### config.mk
export PLATFORM = sky130hd
export DESIGN_NAME = wb_mtimer
export DESIGN_NICKNAME = d
export VERILOG_FILES = /design/src/rtl/wb_mtimer.sv
export SDC_FILE = /design/constraint.sdc
export NUM_CORES = 1
export LEC_CHECK = 0
export ABC_AREA = 1
export CELL_PAD_IN_SITES_DETAIL_PLACEMENT = 1
export CELL_PAD_IN_SITES_GLOBAL_PLACEMENT = 2
export CORE_UTILIZATION = 34
export CTS_CLUSTER_SIZE = 25
export DETAILED_ROUTE_END_ITERATION = 16
export PLACE_DENSITY = 0.86
export SYNTH_ARGS = -nofsm -noshare
export SYNTH_HDL_FRONTEND = slang
export SYNTH_SLANG_ARGS = --single-unit
### constraint.sdc
create_clock -name clk -period 3.5 [get_ports clk]
set_input_delay 0.35 -clock clk [delete_from_list [all_inputs] [get_ports clk]]
set_output_delay 0.35 -clock clk [all_outputs]
set_load 0.05 [all_outputs]
### src/rtl/wb_mtimer.sv
// wb_mtimer -- RISC-V machine timer (mtime / mtimecmp) as a classic
// single-cycle Wishbone slave occupying a 16-byte window.
//
// Register map (wb_adr[3:2], upper address bits ignored):
//   0 : mtime[31:0]      1 : mtime[63:32]
//   2 : mtimecmp[31:0]   3 : mtimecmp[63:32]
//
// Ports:
//   clk, rst_n            clock, asynchronous active-low reset
//   wb_cyc, wb_stb        Wishbone cycle / strobe
//   wb_we                 write enable
//   wb_adr[31:0]          byte address, only [3:2] decoded
//   wb_sel[3:0]           byte lane selects for writes
//   wb_dat_i[31:0]        write data
//   wb_dat_o[31:0]        read data, valid while wb_ack is high
//   wb_ack                one-cycle acknowledge, the cycle after a request
//   wb_err, wb_stall      always 0
//   irq_timer             level interrupt, registered (mtime >= mtimecmp)
module wb_mtimer #(
  parameter int unsigned PRESCALE     = 50,
  parameter logic [63:0] MTIMECMP_RST = 64'hFFFF_FFFF_FFFF_FFFF
) (
  input  logic        clk,
  input  logic        rst_n,
  input  logic        wb_cyc,
  input  logic        wb_stb,
  input  logic        wb_we,
  input  logic [31:0] wb_adr,
  input  logic [3:0]  wb_sel,
  input  logic [31:0] wb_dat_i,
  output logic [31:0] wb_dat_o,
  output logic        wb_ack,
  output logic        wb_err,
  output logic        wb_stall,
  output logic        irq_timer
);

  localparam logic [15:0] PS_LAST = 16'(PRESCALE - 1);

  logic [15:0] presc_q, presc_d;
  logic [63:0] mtime_q, mtime_d;
  logic [63:0] mtimecmp_q, mtimecmp_d;
  logic        ack_q, ack_d;
  logic [31:0] dat_q, dat_d;
  logic        irq_q, irq_d;

  logic        req;
  logic        wr;
  logic        tick;
  logic [63:0] mtime_inc;
  logic [31:0] rd_word;
  logic        unused_adr;

  // Replace only the byte lanes whose select bit is set.
  function automatic logic [31:0] merge_lanes(input logic [31:0] cur,
                                              input logic [31:0] wdat,
                                              input logic [3:0]  sel);
    logic [31:0] r;
    r = cur;
    for (int b = 0; b < 4; b++) begin
      if (sel[b]) r[8*b +: 8] = wdat[8*b +: 8];
    end
    return r;
  endfunction

  // A request is not accepted while its own ack is still out, which makes
  // back-to-back transfers complete every second cycle.
  assign req  = wb_cyc & wb_stb & ~ack_q;
  assign wr   = req & wb_we;

  assign tick    = (presc_q == PS_LAST);
  assign presc_d = tick ? 16'd0 : presc_q + 16'd1;

  // Unwritten bytes of a colliding write keep the incremented value,
  // so lane merging starts from the post-increment count.
  assign mtime_inc = mtime_q + {63'd0, tick};

  always_comb begin
    mtime_d    = mtime_inc;
    mtimecmp_d = mtimecmp_q;
    if (wr) begin
      case (wb_adr[3:2])
        2'd0:    mtime_d[31:0]     = merge_lanes(mtime_inc[31:0],   wb_dat_i, wb_sel);
        2'd1:    mtime_d[63:32]    = merge_lanes(mtime_inc[63:32],  wb_dat_i, wb_sel);
        2'd2:    mtimecmp_d[31:0]  = merge_lanes(mtimecmp_q[31:0],  wb_dat_i, wb_sel);
        default: mtimecmp_d[63:32] = merge_lanes(mtimecmp_q[63:32], wb_dat_i, wb_sel);
      endcase
    end
  end

  // Read data reflects register contents before this cycle's write/increment.
  always_comb begin
    rd_word = 32'd0;
    case (wb_adr[3:2])
      2'd0:    rd_word = mtime_q[31:0];
      2'd1:    rd_word = mtime_q[63:32];
      2'd2:    rd_word = mtimecmp_q[31:0];
      default: rd_word = mtimecmp_q[63:32];
    endcase
  end

  assign ack_d = req;
  assign dat_d = req ? rd_word : dat_q;
  // Compare on the registered values: the irq trails any register change
  // by exactly one cycle.
  assign irq_d = (mtime_q >= mtimecmp_q);

  always_ff @(posedge clk or negedge rst_n) begin
    if (!rst_n) begin
      presc_q    <= 16'd0;
      mtime_q    <= 64'd0;
      mtimecmp_q <= MTIMECMP_RST;
      ack_q      <= 1'b0;
      dat_q      <= 32'd0;
      irq_q      <= 1'b0;
    end else begin
      presc_q    <= presc_d;
      mtime_q    <= mtime_d;
      mtimecmp_q <= mtimecmp_d;
      ack_q      <= ack_d;
      dat_q      <= dat_d;
      irq_q      <= irq_d;
    end
  end

  assign wb_dat_o  = dat_q;
  assign wb_ack    = ack_q;
  assign wb_err    = 1'b0;
  assign wb_stall  = 1'b0;
  assign irq_timer = irq_q;

  assign unused_adr = ^{wb_adr[31:4], wb_adr[1:0]};

endmodule

==> impl_metrics.json, run 1 <==
{
  "die-width_um": 183.2,
  "met2_usage": 0.3983,
  "syn_area_per_cell_um2": 7.368,
  "grt_max_degree": 85,
  "fill_cells": 3991,
  "hold_path.class": "in2reg",
  "grt_pass1_vias": 11140,
  "wl_per_cell_um": 19.33,
  "core_area_um2": 31960,
  "fin_crit_ns": 3.147,
  "htreeDepth": 4,
  "cts-root-buf": "clkbuf_16",
  "ir_worst_vdd_mv": 0.4115,
  "status": "finished, final reports clean",
  "synth_warnings": 0,
  "synth_cell_type_count": 41,
  "start_util": 0.3492,
  "power_density_nw_per_um2": 538.2,
  "critPathCaptureType": "flop",
  "ant_nets": 0,
  "hold_viol_final": 0,
  "vias": 10560,
  "syn_inst": 1515,
  "worstPathMaxFanout": 6,
  "post_cts_buffers": 0,
  "synthArstFlopShare": 1.000,
  "max_slew_margin": 0.4629,
  "place_congestion": 0.9461,
  "max_cap_viol_count": 0,
  "synth-seq-area-share": 0.4062,
  "synth.area.top_cells": "dfrtp_1, dfstp_2, nand2_1, ha_1, inv_1",
  "drc": 0,
  "grt_overflow": 0,
  "antenna_found_initial": 1,
  "hold_depth": 3,
  "totalWireLength_um": 39500,
  "netlist.top_cell.by_area": "dfrtp_1",
  "ys.flop_type": "dfrtp_1",
  "r2r-end": "mtime_q[40]$_DFF_PN0_",
  "worstPathArrival_ns": 3.52,
  "slew_violations": 0,
  "portBuffers": 76,
  "synth_seq_cells": 178,
  "antennaDiodeCount": 0,
  "cts_tree": "yes",
  "synth_top_area_share": 0.2556,
  "drive_above_1_share": 0.08888,
  "critPathLaunchType": "flop",
  "place_area_um2": 12480,
  "reg2reg_depth": 16,
  "drt_pass1_iterations": 7,
  "setup_viol": 0,
  "path_clk_slew_ns": 0.07,
  "r2r_setup_slack_ns": 0.35,
  "clock-sinks": 178,
  "fin_skew_ns": 0.01565,
  "max_freq_mhz": 317.7,
  "rows": 65,
  "grt_pass1_wl_um": 63390,
  "met3_usage": 0.03495,
  "whs_endpoint": "wb_ack$_DFF_PN0_",
  "numCtsBuffers": 17,
  "avgViaCountPerCell": 5.164,
  "ios": 109,
  "syn_area_um2": 11160,
  "cp.required_ns": 3.88,
  "setup_tns_ns": 0,
  "clockBufferDepth": 2,
  "final_cell_mix": "nand2_1, inv_1, nor2_1, dfrtp_1, o21ai_0",
  "rsz0062_at_grt": "no",
  "rr_startpoint": "presc_q[1]$_DFF_PN0_",
  "hp-start": "wb_cyc",
  "clk_latency_ns": 0.47,
  "gr-usage-all-layers": 0.2478,
  "synth_edf_count": 0,
  "p_leak_nw": 5.770,
  "final_common_cell": "nand2_1",
  "dieArea_um2": 33560,
  "dieHeight_um": 183.2,
  "design_area_um2": 13050,
  "met1_usage": 0.3399,
  "layout.nets": 1737,
  "hpwl_um": 31160,
  "worst_slew_pin_slew_ns": 0.8047,
  "drt_iter0_drc": 646,
  "timing.final.crit_share": 0.8993,
  "crit_type": "reg2reg",
  "syn2layout_area_growth_pct": 16.92,
  "top_usage_layer": "met2"
}
==> stage by stage <==
stage	cells	util	power [mW]	worst slack (ns)	hold WS (ns)
after detailed placement	2011	0.3905	5.131	0.3931	0.4563
after CTS	2044	0.4083	7.070	0.3578	0.4320
final	2044	0.4083	7.023	0.3526	0.4444
after global routing	2044	0.4083	7.472	0.06709	0.4487
after global placement	2011	0.3905	5.045	0.4682	0.4402
after floorplan	1516	-	4.255	0.9357	0.05441
==> cell usage after synthesis, types with 11 or more instances <==
cell type and number:
ha_1 68, nand3_1 55, dfrtp_1 114, o21ai_0 82, xor2_1 26, nand4_1 27
nor2_1 167, clkbuf_1 23, a221oi_1 26, inv_1 197, o21ai_1 69, a21oi_1 62
o22ai_1 15, nand2_1 421, xnor2_1 11, dfstp_2 64
==> layout make-up <==
| class | count | area (um^2) | area share |
|---|---|---|---|
| Multi-Input combinational cell | 1097 | 5707 | 0.4373 |
| Sequential cell | 178 | 4534 | 0.3475 |
| Tap cell | 435 | 544.3 | 0.04171 |
| Inverter | 205 | 769.5 | 0.05896 |
| Timing Repair Buffer | 97 | 937.1 | 0.07181 |
| Clock inverter | 10 | 73.82 | 0.005657 |
| Clock buffer | 22 | 484.2 | 0.03710 |
==> metal layers <==
metal  vias to the layer above  wire length [um]
met5                         -                 0
met4                         0               836
met3                        53              1267
met2                       202             18320
met1                      5213             19080
li1                       5087                 -
==> report_power, final <==
group          internal, mW  total [mW]  leakage [nW]  switching [mW]
combinational         0.792        2.24          3.47            1.44
clock                 0.989        1.89         0.273           0.902
sequential             2.49        2.90          2.03           0.402
total                  4.27        7.02          5.77            2.75
==> state kept, by name (all words and copies together) (netlist names) <==
register	cells
wb_ack	1
irq_timer	1
mtime_q	64
mtimecmp_q	64
wb_dat_o	32
presc_q	16
==> cells by family after synthesis <==
kind of cell,after synthesis,share of synthesized area
AO/OA/AOI/OAI,267,0.1338
flip-flops,178,0.4062
multiplexers,2,0.001794
adder cells (fa/ha/maj),68,0.07622
AND/OR/NAND/NOR,721,0.2697
buffers and inverters,241,0.08284
other,1,0.0003360
XOR/XNOR,37,0.02903
==> worst max-delay path, stage by stage, from the launching register on <==
cell	delay, ns
dfrtp_1	0.40
inv_1	0.07
ha_1	0.15
nand3b_1	0.08
nor2_1	0.10
and3_1	0.29
ha_1	0.29
ha_1	0.29
nand2_1	0.14
nor2_4	0.17
nand2_2	0.10
nor2_4	0.24
nand2_1	0.19
nor2_2	0.25
or2_2	0.16
nand3_1	0.05
o21ai_1	0.09
==> timing repair <==
action | 4_1_cts | 5_1_grt
hold buffers | 1 | 0
hold endpoints to repair | 40 | 0
resized for setup | 0 | 0
==> worst max-delay path by stage <==
stage	from	end	slack, ns	depth (start not counted)
finish	presc_q[1]$_DFF_PN0_	mtime_q[40]$_DFF_PN0_	0.35	16
global placement	presc_q[10]$_DFF_PN0_	mtime_q[40]$_DFF_PN0_	0.47	13
detailed placement	presc_q[1]$_DFF_PN0_	mtime_q[40]$_DFF_PN0_	0.39	16
CTS	presc_q[1]$_DFF_PN0_	mtime_q[40]$_DFF_PN0_	0.36	16
floorplan	presc_q[1]$_DFF_PN0_	mtime_q[52]$_DFF_PN0_	0.94	19
global route	presc_q[1]$_DFF_PN0_	mtime_q[40]$_DFF_PN0_	0.07	16
(Power assumes the default switching activity.)
==> run 2, diff against run 1 <==
REMOVE_ABC_BUFFERS = 1   (was unset)
==> run 2 against run 1 <==
  * Global-route usage fell by 0.60 points
  * Highest routed layer unchanged
  * Clock skew grew 0.0015 ns
  * Clock-buffer cell count decreased by 2
  * Critical path type unchanged
==> impl_metrics.json, run 2 (synthesis results as in run 1) <==
{
  "status": "finished, final reports clean",
  "htreeDepth": 4,
  "setup_ws_ns": 0.4387,
  "pwr-share-comb": 0.313,
  "layout.cells.non_filler": 2040,
  "clkPwrFrac": 0.270,
  "clockBufferDepth": 2,
  "clock-sinks": 178,
  "p_sw_mw": 2.725,
  "cp.required_ns": 3.83,
  "critPathLaunchType": "flop",
  "path_clk_slew_ns": 0.08,
  "fin_crit_ns": 3.061,
  "critPathCaptureType": "flop",
  "ios": 109,
  "cts-root-buf": "clkbuf_16",
  "vias": 10430,
  "dieArea_um2": 33560,
  "p_int_mw": 4.264,
  "crit_chain": "inv_1 -> ha_1 -> nand3b_1 -> nor2_1 -> and3_1 -> ha_1 -> ha_1 -> nand2_1 -> nor2_4 -> nand2_2 -> nor2_4 -> nand2_2 -> nor2_1 -> nand2_1 -> o211ai_1 -> o21ai_1",
  "numCtsBuffers": 17,
  "max_cap_viol_count": 0,
  "fill_cells": 3997,
  "final_cell_mix": "nand2_1, inv_1, nor2_1, dfrtp_1, o21ai_0",
  "rsz0062_at_grt": "no",
  "worstPathMaxFanout": 6,
  "p_leak_nw": 5.742,
  "layout.nets": 1733,
  "core_area_um2": 31960,
  "gr-usage-all-layers": 0.2418,
  "grt_pass1_wl_um": 61340,
  "switching_share": 0.3899,
  "power_density_nw_per_um2": 537.4,
  "start_util": 0.3492,
  "antenna_found_initial": 0,
  "hold_viol_final": 0,
  "p_seq_frac": 0.417,
  "cp_slowest_stage_delay_ns": 0.40,
  "crit_type": "reg2reg",
  "slew_violations": 0,
  "cts_tree": "yes",
  "r2r_setup_slack_ns": 0.44,
  "max_slew_margin": 0.4204,
  "grt_overflow": 0,
  "max_freq_mhz": 326.7,
  "clk_latency_ns": 0.47,
  "finalPower_mw": 6.989,
  "fin_skew_ns": 0.01718,
  "drive_above_1_share": 0.08536,
  "ant_nets": 0,
  "placed_cells": 2007,
  "regArea_um2": 4534,
  "worst_slew_pin_slew_ns": 0.8615,
  "place_ws_ns": 0.4175,
  "die-width_um": 183.2,
  "avgViaCountPerCell": 5.113,
  "portBuffers": 76,
  "final_common_cell": "nand2_1",
  "worst_path_most_repeated_cell": "ha_1",
  "timing.final.crit_share": 0.8746,
  "grt_pass1_vias": 10790,
  "worstPathArrival_ns": 3.39,
  "setup_viol": 0,
  "multi_input_area_um2": 5707,
  "grt_max_degree": 78,
  "drc": 0,
  "drt_pass1_iterations": 4,
  "totalWireLength_um": 39120,
  "crit_slowest_cell": "dfrtp_1",
  "setup_tns_ns": 0,
  "hold_path.class": "in2reg",
  "rows": 65,
  "timing.hold.ws_ns": 0.4295,
  "syn2layout_area_growth_pct": 16.52,
  "antennaDiodeCount": 0,
  "dieHeight_um": 183.2,
  "hpwl_um": 30870,
  "ir_worst_vdd_mv": 0.3871,
  "drt_iter0_drc": 531,
  "wl_per_cell_um": 19.18,
  "place_congestion": 0.9218
}
## run 2: path summary, 6_finish.rpt
path	from	to	cells past startpoint
min in group asynchronous	rst_n	presc_q[4]$_DFF_PN0_	2
min reg2reg	wb_ack$_DFF_PN0_	wb_ack$_DFF_PN0_	1
min	wb_stb	wb_ack$_DFF_PN0_	3
max reg2reg	presc_q[1]$_DFF_PN0_	mtime_q[36]$_DFF_PN0_	16
max in group asynchronous	rst_n	mtimecmp_q[53]$_DFFE_PN1P_	3
max	presc_q[1]$_DFF_PN0_	mtime_q[36]$_DFF_PN0_	16
## run 2: area by class of cell
class | count | share of cell area
Clock buffer | 20 | 0.03357
Clock inverter | 12 | 0.008273
Tap cell | 435 | 0.04185
Timing Repair Buffer | 93 | 0.06975
Multi-Input combinational cell | 1097 | 0.4388
Inverter | 205 | 0.05916
Sequential cell | 178 | 0.3486
## run 2: metrics by stage
step,cell area [um^2],utilization
floorplan,11010,-
global placement,12450,0.3896
detailed placement,12450,0.3896
CTS,13010,0.4069
global route,13010,0.4069
finish,13010,0.4069
## run 2: routing by layer
layer	wire, um	vias up	track usage
li1	-	5073	-
met1	19110	5167	0.3309
met2	18130	152	0.3971
met3	1255	38	0.03753
met4	622	0	0.06167
met5	0	-	0
## run 2: what timing repair did
item | CTS | global route
setup buffers | 0 | 0
resized for setup | 0 | 0
endpoints found under the hold margin | 52 | 0
hold buffers | 1 | 0
## run 2: critical path: cells and delay by family (launching register included)
kind / cells / cell delay [ns]
simple gates: 10 / 1.64
fa+ha+maj: 3 / 0.65
flops: 1 / 0.40
compound gates: 2 / 0.18
buf+inv: 1 / 0.07
## run 2: power groups by stage
stage | sequential (mW) | combinational, mW | clock [mW]
after floorplan | 3.04 | 1.20 | 0
after global placement | 2.93 | 2.11 | 0
after detailed placement | 2.94 | 2.18 | 0
after CTS | 2.91 | 2.20 | 1.93
after global routing | 2.96 | 2.46 | 2.00
final | 2.91 | 2.19 | 1.89
==> run 3, diff against run 2 <==
ABC_CLOCK_PERIOD_IN_PS = 3500   (was unset)
TNS_END_PERCENT = 5   (was unset)
==> results of run 3 <==
Same layout as run 2: the final DEF is identical, and so are final timing and power.
